===== src/rtl/phy_sym_pkg.sv =====
// Symbol constants and shared types for the PHY TX symbol scheduler.
package phy_sym_pkg;

    localparam logic [7:0] SYM_COM    = 8'hBC;  // K28.5
    localparam logic [7:0] SYM_SKP    = 8'h1C;  // K28.0
    localparam logic [7:0] SYM_IDL    = 8'h7C;  // K28.3
    localparam logic [7:0] SYM_PAD    = 8'hF7;  // K23.7
    localparam logic [7:0] SYM_TS1_ID = 8'h4A;  // D10.2
    localparam logic [7:0] SYM_TS2_ID = 8'h45;  // D5.2
    localparam logic [7:0] SYM_LIDL   = 8'h00;

    localparam logic [3:0] TS_LAST   = 4'd15;
    localparam logic [3:0] EIOS_LAST = 4'd3;

    typedef enum logic [2:0] {
        OFF,
        DATA,
        SKP,
        TS,
        EIOS,
        EIDLE
    } tx_state_t;

    typedef enum logic [1:0] {
        OS_SKP,
        OS_TS1,
        OS_TS2,
        OS_EIOS
    } os_kind_t;

    function automatic os_kind_t ts_kind(input logic sel);
        return sel ? OS_TS2 : OS_TS1;
    endfunction

endpackage


===== src/rtl/phy_os_gen.sv =====
// Ordered-set symbol lookup: (kind, index) -> symbol, K flag and last marker.
module phy_os_gen
    import phy_sym_pkg::*;
#(
    parameter int         SKP_NUM = 3,
    parameter logic [7:0] N_FTS   = 8'hFF,
    parameter logic [7:0] RATE_ID = 8'h02
) (
    input  os_kind_t   os_kind,
    input  logic [3:0] index,
    output logic       k,
    output logic [7:0] data,
    output logic       last
);

    localparam logic [3:0] SKP_LAST = 4'(SKP_NUM);

    always_comb begin
        k    = 1'b0;
        data = SYM_LIDL;
        last = 1'b0;
        unique case (os_kind)
            OS_SKP: begin
                k    = 1'b1;
                data = (index == 4'd0) ? SYM_COM : SYM_SKP;
                last = (index == SKP_LAST);
            end
            OS_EIOS: begin
                k    = 1'b1;
                data = (index == 4'd0) ? SYM_COM : SYM_IDL;
                last = (index == EIOS_LAST);
            end
            OS_TS1, OS_TS2: begin
                last = (index == TS_LAST);
                case (index)
                    4'd0: begin
                        k    = 1'b1;
                        data = SYM_COM;
                    end
                    4'd1, 4'd2: begin
                        k    = 1'b1;
                        data = SYM_PAD;
                    end
                    4'd3:    data = N_FTS;
                    4'd4:    data = RATE_ID;
                    4'd5:    data = SYM_LIDL;
                    default: begin
                        data = (os_kind == OS_TS2) ? SYM_TS2_ID
                                                   : SYM_TS1_ID;
                    end
                endcase
            end
            default: begin
                k    = 1'b0;
                data = SYM_LIDL;
                last = 1'b0;
            end
        endcase
    end

endmodule


===== src/rtl/phy_tx_sched.sv =====
// PHY TX symbol scheduler: shares the encoder slot between link data,
// TS1/TS2, EIOS and periodic SKP sets; all encoder-facing outputs registered.
module phy_tx_sched
    import phy_sym_pkg::*;
#(
    parameter int         SKP_INTERVAL = 1180,
    parameter int         SKP_NUM      = 3,
    parameter logic [7:0] N_FTS        = 8'hFF,
    parameter logic [7:0] RATE_ID      = 8'h02
) (
    input  logic       clk,
    input  logic       reset_n,
    input  logic       tx_en,
    input  logic [7:0] in_data,
    input  logic       in_datak,
    input  logic       in_valid,
    output logic       in_ready,
    input  logic       ts_req,
    input  logic       ts_sel,
    output logic       ts_done,
    input  logic       eidle_req,
    output logic       eidle_act,
    output logic [7:0] txdata,
    output logic       txdatak,
    output logic       en_n
);

    localparam int            CW      = $clog2(SKP_INTERVAL);
    localparam logic [CW-1:0] CNT_TOP = CW'(SKP_INTERVAL - 1);

    tx_state_t     state, state_nx;
    tx_state_t     pick;
    logic [3:0]    idx, idx_nx;
    logic [CW-1:0] skp_cnt, skp_cnt_nx;
    logic          skp_pend, skp_pend_nx;
    logic          ts_sel_q, ts_sel_nx;

    os_kind_t      os_kind;
    logic          os_k;
    logic [7:0]    os_data;
    logic          os_last;

    logic          emit;
    logic          expire;
    logic          pend_now;
    logic          boundary;

    logic [7:0]    txdata_nx;
    logic          txdatak_nx;
    logic          en_n_nx;
    logic          in_ready_nx;
    logic          ts_done_nx;
    logic          eidle_act_nx;

    always_comb begin
        unique case (state)
            TS:      os_kind = ts_kind(ts_sel_q);
            EIOS:    os_kind = OS_EIOS;
            default: os_kind = OS_SKP;
        endcase
    end

    phy_os_gen #(
        .SKP_NUM (SKP_NUM),
        .N_FTS   (N_FTS),
        .RATE_ID (RATE_ID)
    ) u_os_gen (
        .os_kind (os_kind),
        .index   (idx),
        .k       (os_k),
        .data    (os_data),
        .last    (os_last)
    );

    // A symbol boundary is any DATA cycle or the last symbol of SKP/TS;
    // EIOS always hands over to EIDLE instead.
    always_comb begin
        emit     = tx_en && (state inside {DATA, SKP, TS, EIOS});
        expire   = emit && (skp_cnt == CNT_TOP);
        pend_now = skp_pend || expire;
        boundary = (state == DATA)
                || ((state inside {SKP, TS}) && os_last);
        if (pend_now)       pick = SKP;
        else if (eidle_req) pick = EIOS;
        else if (ts_req)    pick = TS;
        else                pick = DATA;
    end

    always_comb begin
        state_nx     = state;
        idx_nx       = idx;
        skp_cnt_nx   = skp_cnt;
        skp_pend_nx  = skp_pend;
        ts_sel_nx    = ts_sel_q;
        txdata_nx    = SYM_LIDL;
        txdatak_nx   = 1'b0;
        en_n_nx      = 1'b1;
        ts_done_nx   = 1'b0;
        eidle_act_nx = 1'b0;

        if (!tx_en) begin
            state_nx    = OFF;
            idx_nx      = '0;
            skp_cnt_nx  = '0;
            skp_pend_nx = 1'b0;
        end else begin
            unique case (state)
                OFF: begin
                    state_nx   = DATA;
                    skp_cnt_nx = '0;
                end
                EIDLE: begin
                    eidle_act_nx = 1'b1;
                    skp_cnt_nx   = '0;
                    if (!eidle_req) state_nx = DATA;
                end
                DATA: begin
                    en_n_nx = 1'b0;
                    if (in_valid && in_ready) begin
                        txdata_nx  = in_data;
                        txdatak_nx = in_datak;
                    end
                end
                default: begin
                    en_n_nx    = 1'b0;
                    txdata_nx  = os_data;
                    txdatak_nx = os_k;
                    idx_nx     = idx + 4'd1;
                    if (os_last) begin
                        idx_nx     = '0;
                        ts_done_nx = (state == TS);
                        if (state == EIOS) state_nx = EIDLE;
                    end
                end
            endcase

            if (emit) skp_cnt_nx = expire ? '0 : skp_cnt + 1'b1;

            if (boundary) begin
                state_nx = pick;
                idx_nx   = '0;
                if (pick == TS) ts_sel_nx = ts_sel;
            end

            // An expiry that coincides with SKP entry is consumed by it.
            skp_pend_nx = (boundary && pick == SKP) ? 1'b0 : pend_now;
        end

        in_ready_nx = (state_nx == DATA);
    end

    always_ff @(posedge clk) begin
        if (!reset_n) begin
            state     <= OFF;
            idx       <= '0;
            skp_cnt   <= '0;
            skp_pend  <= 1'b0;
            ts_sel_q  <= 1'b0;
            txdata    <= '0;
            txdatak   <= 1'b0;
            en_n      <= 1'b1;
            in_ready  <= 1'b0;
            ts_done   <= 1'b0;
            eidle_act <= 1'b0;
        end else begin
            state     <= state_nx;
            idx       <= idx_nx;
            skp_cnt   <= skp_cnt_nx;
            skp_pend  <= skp_pend_nx;
            ts_sel_q  <= ts_sel_nx;
            txdata    <= txdata_nx;
            txdatak   <= txdatak_nx;
            en_n      <= en_n_nx;
            in_ready  <= in_ready_nx;
            ts_done   <= ts_done_nx;
            eidle_act <= eidle_act_nx;
        end
    end

endmodule


===== config.mk =====
export PLATFORM = sky130hd
export DESIGN_NAME = phy_tx_sched
export DESIGN_NICKNAME = d
export VERILOG_FILES = /design/src/rtl/phy_sym_pkg.sv /design/src/rtl/phy_os_gen.sv /design/src/rtl/phy_tx_sched.sv
export SDC_FILE = /design/constraint.sdc
export NUM_CORES = 1
export LEC_CHECK = 0
export CORE_MARGIN = 2
export CORE_UTILIZATION = 45
export DETAILED_ROUTE_END_ITERATION = 6
export PLACE_DENSITY = 0.69
export SYNTH_ARGS = -nofsm -noshare
export SYNTH_HDL_FRONTEND = slang
export SYNTH_HIERARCHICAL = 1
export SYNTH_SLANG_ARGS = --single-unit

===== constraint.sdc =====
create_clock -name clk -period 6.6 [get_ports clk]
set_input_delay 0.66 -clock clk [delete_from_list [all_inputs] [get_ports clk]]
set_output_delay 0.66 -clock clk [all_outputs]
set_load 0.02 [all_outputs]

# Word-level counts from Yosys, hierarchy flattened
# Cells that the tools add are included.
dict set report op_classes {
  reduce_logical 24
  muxes 29
  addsub 2
  n_bitwise 3
  eq_ne 18
}
# op n
set op_table {}
lappend op_table {{8-bit case mux with 5 select lines} 1}
lappend op_table {{11-bit 2-to-1 mux} 3}
lappend op_table {{8-bit 2-to-1 mux} 3}
lappend op_table {{8-bit case mux with 3 select lines} 1}
lappend op_table {{3-bit 2-to-1 mux} 7}
lappend op_table {{8-bit case mux with 2 select lines} 1}
lappend op_table {{3-bit by 2-bit equality test with 1-bit output, second input constant} 4}
lappend op_table {{3-bit OR reduction} 4}
lappend op_table {{11-bit by 1-bit adder with 11-bit output, second input constant} 1}
lappend op_table {{11-bit equality test, second input constant} 1}
lappend op_table {{3-bit case mux with 3 select lines} 1}
lappend op_table {{4-bit by 2-bit equality test with 1-bit output, second input constant} 2}
lappend op_table {{4-bit by 3-bit equality test with 1-bit output, second input constant} 2}
lappend op_table {{4-bit 2-to-1 mux} 2}
lappend op_table {{2-bit OR reduction} 4}
lappend op_table {{3-bit by 1-bit equality test with 1-bit output, second input constant} 2}
lappend op_table {{3-bit equality test, second input constant} 2}
lappend op_table {{1-bit case mux with 2 select lines} 3}
lappend op_table {{6-bit OR reduction} 1}
lappend op_table {{1-bit logical AND} 5}
lappend op_table {{4-bit by 1-bit adder with 4-bit output, second input constant} 1}
lappend op_table {{2-bit equality test, second input constant} 2}
lappend op_table {{4-bit by 1-bit equality test with 1-bit output, second input constant} 1}
lappend op_table {{4-bit equality test, second input constant} 1}
lappend op_table {{other kinds (13)} 21}
dict set report word_totals {
  register_bits 33
  output_inout_bits 13
  elab_cells 87
  input_bits 16
}

# Longest topological paths before layout
# Gate-level depths: netlist of run 1.
dict set report logic_depth {
  word_depth 10
  mapped_depth 14
}

# Hierarchy
# The synthesis of run 1 kept the hierarchy.
# mod area_per_inst_um2 n_inst seq_area_each_um2 cells_each
set by_module_without_submodules {}
lappend by_module_without_submodules {phy_tx_sched 1559.0 1 660.6 186}
lappend by_module_without_submodules {phy_os_gen 261.5 1 0.0 40}

# Worst setup path after synthesis of run 1
# Ideal clock, no wire load.
dict set report synth_path {
  path_type {reg2reg}
  startpoint {register state[1]}
  endpoint {register in_ready}
  path_stages_with_launch 14
  n_path_buf 2
  period_less_slack_ns 3.151
  slack_ns 3.449
  arrival_time_ns 3.073
  setup_time_ns 0.078
  t_required_ns 6.522
  path_cell_list {dfxtp_1 > clkbuf_1 > inv_1 > o31ai_1 > inv_1 > ha_1 > buf_2 > or3_1 > a21oi_1 > inv_1 > maj3_1 > a211oi_1 > a2bb2oi_1 > nor3_1}
}
dict set report synth_between {
  elab_chain_len 10
  word_cells_on_any_way 29
}
# item line_no
set synth_rtl {}
lappend synth_rtl {{start: declaration} phy_tx_sched.sv:31} ;# tx_state_t state, state_nx;
lappend synth_rtl {{start signal: assignment} phy_tx_sched.sv:166} ;# state <= state_nx;
lappend synth_rtl {{3-bit equality test / 3-bit by 2-bit equality test with 1-bit output (equally long branches)} phy_tx_sched.sv:56} ;# unique case (state)
lappend synth_rtl {{2-bit case mux with 2 select lines (*)} phy_tx_sched.sv:56}
lappend synth_rtl {{named net os_kind[0]} phy_tx_sched.sv:38} ;# os_kind_t os_kind;
lappend synth_rtl {{2-bit by 1-bit equality test with 1-bit output, or another cell as far along} phy_os_gen.sv:22} ;# unique case (os_kind)
lappend synth_rtl {{2-bit OR reduction, on equally long branches} -}
lappend synth_rtl {{1-bit case mux with 2 select lines (*)} phy_os_gen.sv:22}
lappend synth_rtl {{named net os_last} phy_tx_sched.sv:41} ;# logic os_last;
lappend synth_rtl {{3-bit 2-to-1 mux / 1-bit logical AND (equally long branches)} {phy_tx_sched.sv:129, phy_tx_sched.sv:82}}
lappend synth_rtl {{3-bit case mux with 3 select lines / 1-bit logical OR (equally long branches)} {phy_tx_sched.sv:107, phy_tx_sched.sv:82}}
lappend synth_rtl {{3-bit 2-to-1 mux (*)} phy_tx_sched.sv:139} ;# if (boundary) begin
lappend synth_rtl {{3-bit 2-to-1 mux (*)} phy_tx_sched.sv:101} ;# if (!tx_en) begin
lappend synth_rtl {{3-bit by 1-bit equality test with 1-bit output (*)} phy_tx_sched.sv:149} ;# in_ready_nx = (state_nx == DATA);
lappend synth_rtl {{end signal: assignment} phy_tx_sched.sv:174} ;# in_ready <= in_ready_nx;
lappend synth_rtl {{end: declaration} phy_tx_sched.sv:17} ;# output logic in_ready,
# Mark *: on every way through the listed nets, which the timed path passes. The rest lies on a longest branch.
# A chain may end at the register's enable or synchronous reset.

# Final worst setup path of run 1
# Ends and elaborated chain as after synthesis.

==> results by stage, run 1 <==
Die:
- The area enclosed by the die boundary is 4570 µm².
- The floorplan step set the die height to 67.6 µm.
- The die extent in x is 67.6 µm.
- The core region is 3940 µm².
- The number of ports placed on the die boundary is 29.
- After floorplanning, the core was divided into 23 placement rows.
- For this configuration, the core starts out at a cell density of 46.2%.

Detailed routing:
- The wire length after detailed routing is 3830 µm.
- The pre-antenna-repair detailed-routing pass consisted of 4 iterations.
- Dividing the detail-routed wire length by the instance count gives 12.8 µm.
- Using the TritonRoute via totals, the vias-per-cell ratio works out to 5.50.
- The vias after detailed routing is 1650.
- The remaining number of nets flagged by the antenna check after routing is 0.
- The violation count after the first detailed-routing iteration is 101.
- In the routed design, unresolved DRC markers number 0.

Clocking:
- The number of cells upsized or downsized after cts is 0.
- The number of setup buffers added after CTS is 0.
- The number of hold buffers added after CTS was 0.
- The clock passes through at most 2 buffers.
- The cell chosen for the clock root is clkbuf_8.
- The clock transition at the register clock pins on the worst setup and hold paths after CTS is 0.06 ns.
- Clock tree synthesis found a total of 33 sinks.
- TritonCTS built the clock tree.
- For the worst-skew pair, the clock arrives at the later sink with an insertion delay of 0.28 ns.
- The number of clock buffers added by TritonCTS is 5.
- The H-tree depth reported by CTS is 2.

Timing:
- The maximum frequency from static timing analysis is 0.295 GHz.
- After layout, the worst path uses 51.3% of the clock period.
- Setup violations remaining at the end of the flow were counted as 0.
- The final max-slew violation count is 0.
- Measured against its own limit, the worst slew margin works out to 31.5%.
- Adding up every negative setup slack in the final design gives 0 ns.
- The maximum clock skew at final layout is 0.00253 ns.
- For the pin with the worst max-slew slack, the measured transition is 1.02 ns.
- The final hold slack is 0.485 ns.
- The minimum period implied by the final worst setup slack is 3.39 ns.
- The count of final hold-check violations is 0.
- Setup repair after global routing left no endpoint under its margin.

Synthesis:
- The synthesized cell area is 1820 µm².
- Synthesis inferred 33 register bits.
- The synthesized design devotes to its leading area cell type 36.3% of total area.
- The commonest cells after synthesis are dfxtp_1 (33), nor2_1 (30), nand2_1 (20).
- The net count after synthesis is 247.
- The number of distinct library cells after synthesis is 54.
- For this run, the number of Yosys warnings is 6.
- By area the synthesized netlist is led by dfxtp_1 (36%), nor2_1 (6.2%), a22oi_1 (4.1%).
- dfxtp_1 is the most common cell in the netlist.
- The cell type contributing the most total cell area after synthesis is dfxtp_1.
- The register area share after synthesis is 36.3%.
- The leading register cell type out of synthesis is dfxtp_1.
- The number of enable flip-flop cells after synthesis is 0.
- The async set-reset flop share out of synthesis is 0%.
- The post-synthesis cell count is 226.
- Dividing the synthesized area by the synthesized cell count gives 8.06 µm².

Setup path:
- The largest fanout of any net on the critical path is 15.
- The type of the setup path with the least slack is register to register.
- The number of buffers and inverters on the critical path is 3.
- STA classifies the critical path startpoint as a register.
- The kind of end point of the critical path is a register.
- Data on the critical path is required at its endpoint by 6.81 ns.
- In this design, the stage delay of the slowest critical-path cell is 0.59 ns.
- The largest individual stage delay along the critical path comes from the cell dfxtp_1.
- The data arrival time of the critical path is 3.60 ns.
- Counting stages on the worst path, the most repeated cell is inv_1.
- The cell type group with the largest total delay on the critical path is compound AO/OA/AOI/OAI gates.
- Walking the worst path, the cells encountered are inv_1 > o31ai_1 > inv_1 > ha_1 > or3_1 > a21oi_1 > inv_1 > maj3_1 > a211oi_1 > a2bb2oi_1 > nor3_1.

Power and ir drop:
- The combinational fraction of design power is 13.0%.
- The relative contribution of sequential cells to total power is 50.4%.
- Net switching is 24.7% of the power.
- The clock network accounts for 36.6% of the total power.
- The worst vdd rail ir drop is 0.0000922 V.
- In this run the static leakage power is 0.776 nW.
- The internal power component is 0.310 mW.
- In this run the power density over the cells is 187 nW/µm².
- The switching component of the power is 0.102 mW.
- The total power of the final layout is 0.413 mW.

Cells and area:
- The number of antenna diodes in the final layout is 0.
- The final core utilization is 55.8%.
- In the final design database the tool counted 271 nets.
- In the final layout, the share of cells above drive strength 1 is 6.80%.
- The area growth from synthesis to layout is 20.9%.

Placement:
- The congestion estimate from routability-driven global placement came to 0.831.
- The total of buffers placed on input and output ports is 28.
- The HPWL after detailed placement is 2750 µm.

GRT:
- The final global-route overflow total is 0.
- The maximum number of pins on one net before global-route repair is 24.
- The number of global-route vias before repair is 1382.
- The total global routing track utilization is 18.9%.
- The number of antenna violations at the first check in global routing was 0.
- The first-pass GRT wire length is 6430 µm.

Status:
- The run finished with clean final reports.

Run:
- Max-cap violations in this run came to 0.

Worst hold path:
- The min-delay analysis places its worst path in the category register to register.
per-layer routing:
metal / vias up / track usage [%] / part of all wire [%]
li1: 867 / - / -
met1: 751 / 25.5 / 50
met2: 27 / 28.4 / 44
met3: 5 / 5.50 / 3.6
met4: 0 / 7.14 / 1.5
met5: - / 0 / 0
worst paths after layout:
| check | startpoint | endpoint | slack, ns | cells past startpoint |
|---|---|---|---|---|
| max | state[1] | in_ready | 3.21 | 11 |
| min | skp_cnt[8] | skp_cnt[8] | 0.49 | 1 |
| max reg2reg | state[1] | in_ready | 3.21 | 11 |
| min reg2reg | skp_cnt[8] | skp_cnt[8] | 0.49 | 1 |
power groups by stage:
stage	logic, mW	clock network (mW)	registers, mW
finish	0.0538	0.151	0.208
global route	0.0593	0.165	0.208
CTS	0.0538	0.156	0.208
detailed placement	0.0536	0	0.212
global placement	0.0534	0	0.212
floorplan	0.0339	0	0.212
cell families after synthesis:
| kind of cell | after synthesis | share of synthesized area, % |
|---|---|---|
| AO/OA/AOI/OAI | 58 | 21.8 |
| XOR/XNOR | 4 | 1.92 |
| adder cells (fa/ha/maj) | 6 | 3.99 |
| buffers and inverters | 22 | 4.95 |
| flip-flops | 33 | 36.3 |
| multiplexers | 3 | 1.65 |
| AND/OR/NAND/NOR | 100 | 29.4 |
through the flow:
stage	area (µm²)	instances	worst slack, ns
after global placement	2110	293	3.33
after CTS	2200	300	3.21
after detailed placement	2110	293	3.22
after global routing	2200	300	2.82
final	2200	300	3.21
after floorplan	1820	226	3.45
cell usage in the layout (no fill, tap or decap), types with 5 or more instances in the layout:
cell / instances
nand3_1: 10
clkdlybuf4s50_1: 28
o21ai_0: 11
inv_1: 11
dfxtp_1: 33
nand2_1: 20
a31oi_1: 7
clkbuf_8: 6
a21oi_1: 9
nor3_1: 9
a22oi_1: 10
ha_1: 5
nor2_1: 30
area by class of cell:
cell class | instances | area (µm²)
clock buffer | 7 | 86.3
fill | 369 | 1740
inverter | 11 | 41.3
multi-input combinational | 171 | 1070
sequential | 33 | 661
tap | 50 | 62.6
timing repair buffer | 28 | 280
flip-flops by register name (all words and copies together), names as in the netlist:
signal and flops:
eidle_act 1, en_n 1, idx 4, in_ready 1, skp_cnt 11, skp_pend 1, state 3, ts_done 1
ts_sel_q 1, txdata 8, txdatak 1
worst register-to-register path, delay by kind of cell, from the launching register on:
kind | cells | cell delay [ns]
compound gates | 4 | 0.98
fa+ha+maj | 2 | 0.81
flops | 1 | 0.59
simple gates | 2 | 0.53
buf+inv | 3 | 0.40
Note: power is estimated with default switching activity, not from simulation.
==> run 2: changes to the inputs <==
Clock period 6.6 ns to 3.35 ns, I/O delays scaled along.
==> run 2 against run 1 <==
Compared with the run above:
- combinational power increased by 100%
- worst hold slack improved by 0.011 ns
- total power increased by 91%
- clock power increased by 79%
- largest cell class unchanged
- largest power group unchanged
==> results by stage, run 2 (same netlist as run 1, synthesis figures left out) <==
Setup path:
- The largest fanout of any net on the critical path is 16 (+1).
- The kind of end point of the critical path is a register.
- The worst setup path is launched from a register.
- The type of the setup path with the least slack is register to register.
- The internal reg-to-reg setup slack is 0.38 ns (-2.84 ns).
- The endpoint required time on the critical path is 3.56 ns (-3.25 ns).
- The data arrival time of the critical path came to 3.18 ns (-0.42 ns).

GRT:
- The first-pass GRT wire length came to 6530 µm (+1.5%).
- The number of global-route vias before repair is 1463 (+5.9%).
- The maximum number of pins on one net before global-route repair is 17 (-29%).
- The final global-route overflow total came to 0 (unchanged).
- The total global routing track utilization is 19.1% (+0.20 points).
- The number of antenna violations at the first check in global routing is 0 (unchanged).

Timing:
- The slew at the pin closest to its max-slew limit is 1.11 ns (+0.0900 ns).
- The maximum clock skew at final layout came to 0.00667 ns (+0.00414 ns).
- The worst slew margin relative to its limit was 25.5% (-6.0 points).
- The minimum period implied by the final worst setup slack was 2.97 ns (-0.414 ns).
- The slack of the critical path came to 0.377 ns (-2.84 ns).
- The post-route fraction of the period consumed by the critical path is 88.8% (+37 points).
- The maximum frequency from static timing analysis came to 0.336 GHz (+14%).
- The count of final hold-check violations is 0 (unchanged).
- The final setup violation count is 0 (unchanged).
- The final max-slew violation count is 0 (unchanged).
- Setup repair after global routing left no endpoint under its margin.
- The summed negative setup slack over all endpoints is 0 ns (unchanged).

Die:
- The die extent in x is 67.6 µm (unchanged).
- The area enclosed by the die boundary is 4570 µm² (unchanged).
- The effective utilization at floorplan is 46.2% (unchanged).
- The number of standard-cell rows in the floorplan is 23 (unchanged).
- The overall die height came to 67.6 µm (unchanged).
- The standard cell core area is 3940 µm² (unchanged).
- The number of ports placed on the die boundary was 29 (unchanged).

Cells and area:
- The share of post-route cells with drive strength above 1 is 8.30% (+1.5 points).
- The number of standard cells in the final layout excluding fillers is 303 (+1.0%).
- The number of diodes added for antenna fixing is 0 (unchanged).
- In the layout the commonest cells are dfxtp_1 (33), nor2_1 (30), clkdlybuf4s50_1 (28), nand2_1 (20).
- The growth of design area from synthesis to finish is 21.9%.
- The number of flip-flops in the largest register is 11 (unchanged).
- The total number of nets in the final design is 275 (+1.5%).
- The register with the most flip-flops in the final layout is skp_cnt.
- The largest registers in the layout are skp_cnt (11), txdata (8), idx (4).
- Leaving out fill and tap cells, the most frequent cell in the layout is dfxtp_1.

Clocking:
- The number of buffers added by the clock tree synthesis step is 5 (unchanged).
- The H-tree depth reported by CTS is 2 (unchanged).
- The clock sink count is 33 (unchanged).
- The clock tree from TritonCTS is built.
- The total of hold buffers inserted after clock tree synthesis is 0 (unchanged).
- The maximum root-to-sink buffer count is 2 (unchanged).
- The number of setup buffers added after CTS is 0 (unchanged).
- The number of cells upsized or downsized after cts is 0 (unchanged).
- The tree is rooted in a clkbuf_8.
- The clock transition at the register clock pins on the worst setup and hold paths after CTS is 0.07 ns (about the same).
- The insertion delay to the later sink of the worst-skew pair is 0.28 ns (about the same).

Placement:
- The routability-driven placement congestion ratio came to 0.858 (+3.2%).
- The total of buffers placed on input and output ports came to 28 (unchanged).
- The setup slack after placement is 0.417 ns (-2.80 ns).
- The cell count after placement is 297 (+1.4%).
- The post-detailed-placement half-perimeter wirelength came to 2840 µm (+3.2%).

Worst hold path:
- The worst min-delay path class is register to register.

Detailed routing:
- The wire length per cell is 12.8 µm (+0.48%).
- The remaining number of nets flagged by the antenna check after routing came to 0 (unchanged).
- The violation count after the first detailed-routing iteration is 124 (+23%).
- The vias after detailed routing is 1673 (+1.4%).
- The DRC violations left is 0 (unchanged).
- The number of vias per cell after detailed routing was 5.52 (+0.39%).
- The first-pass detailed-route iteration total came to 4 (unchanged).
- The wire length after detailed routing is 3890 µm (+1.5%).

Status:
- The flow ran to the end, and the final reports show no timing, DRC or antenna violations.

Run:
- The number of maximum-capacitance violations is 0 (unchanged).

Power and ir drop:
- The power density relative to cell area is 355 nW/µm² (+89%).
- The static leakage is 0.792 nW (+2.1%).
- The worst vdd rail ir drop came to 0.000221 V (+140%).
[run 2: layer usage]
metal  global-route usage (%)  routed length [µm]  up-vias
li1                         -                   -      869
met1                     25.5                1890      767
met2                     29.3                1810       32
met3                     4.00                 141        5
met4                     8.93                  47        0
met5                        0                   0        -
[run 2: worst paths after layout]
path | from | end | cells after the start
min | skp_cnt[9] | skp_cnt[9] | 1
max reg2reg | state[2] | in_ready | 11
min reg2reg | skp_cnt[9] | skp_cnt[9] | 1
max | state[2] | in_ready | 11
[run 2: area by class of cell]
type / count / area, µm²
flip-flops and latches: 33 / 661
clock buffers: 5 / 68.8
repair buffers: 32 / 310
clock inverters: 1 / 5.00
inverters: 11 / 41.3
fillers: 371 / 1720
well taps: 50 / 62.6
multi-input cells: 171 / 1070
[run 2: power by group]
group	internal (mW)	total, mW	switching, mW
clock	0.136	0.271	0.135
combinational	0.0513	0.110	0.0582
sequential	0.400	0.407	0.00730
total	0.587	0.788	0.200
[run 2: critical path, cell delays in order, from the launching register on]
cell	delay (ns)
dfxtp_1	0.44
nand2b_1	0.24
o31ai_1	0.29
inv_1	0.11
ha_1	0.31
or3_1	0.32
a21oi_1	0.20
inv_1	0.10
maj3_1	0.36
a211oi_1	0.23
a2bb2oi_1	0.11
nor3_1	0.19
[run 2: stage by stage]
step                hold WS [ns]  util (%)  power, mW  cell area [µm²]
CTS                        0.496      56.3      0.798             2220
global placement           0.467      54.4      0.525             2140
global route               0.531      56.3      0.826             2220
finish                     0.496      56.3      0.788             2220
floorplan                  0.443         -      0.484             1820
detailed placement         0.486      54.4      0.525             2140
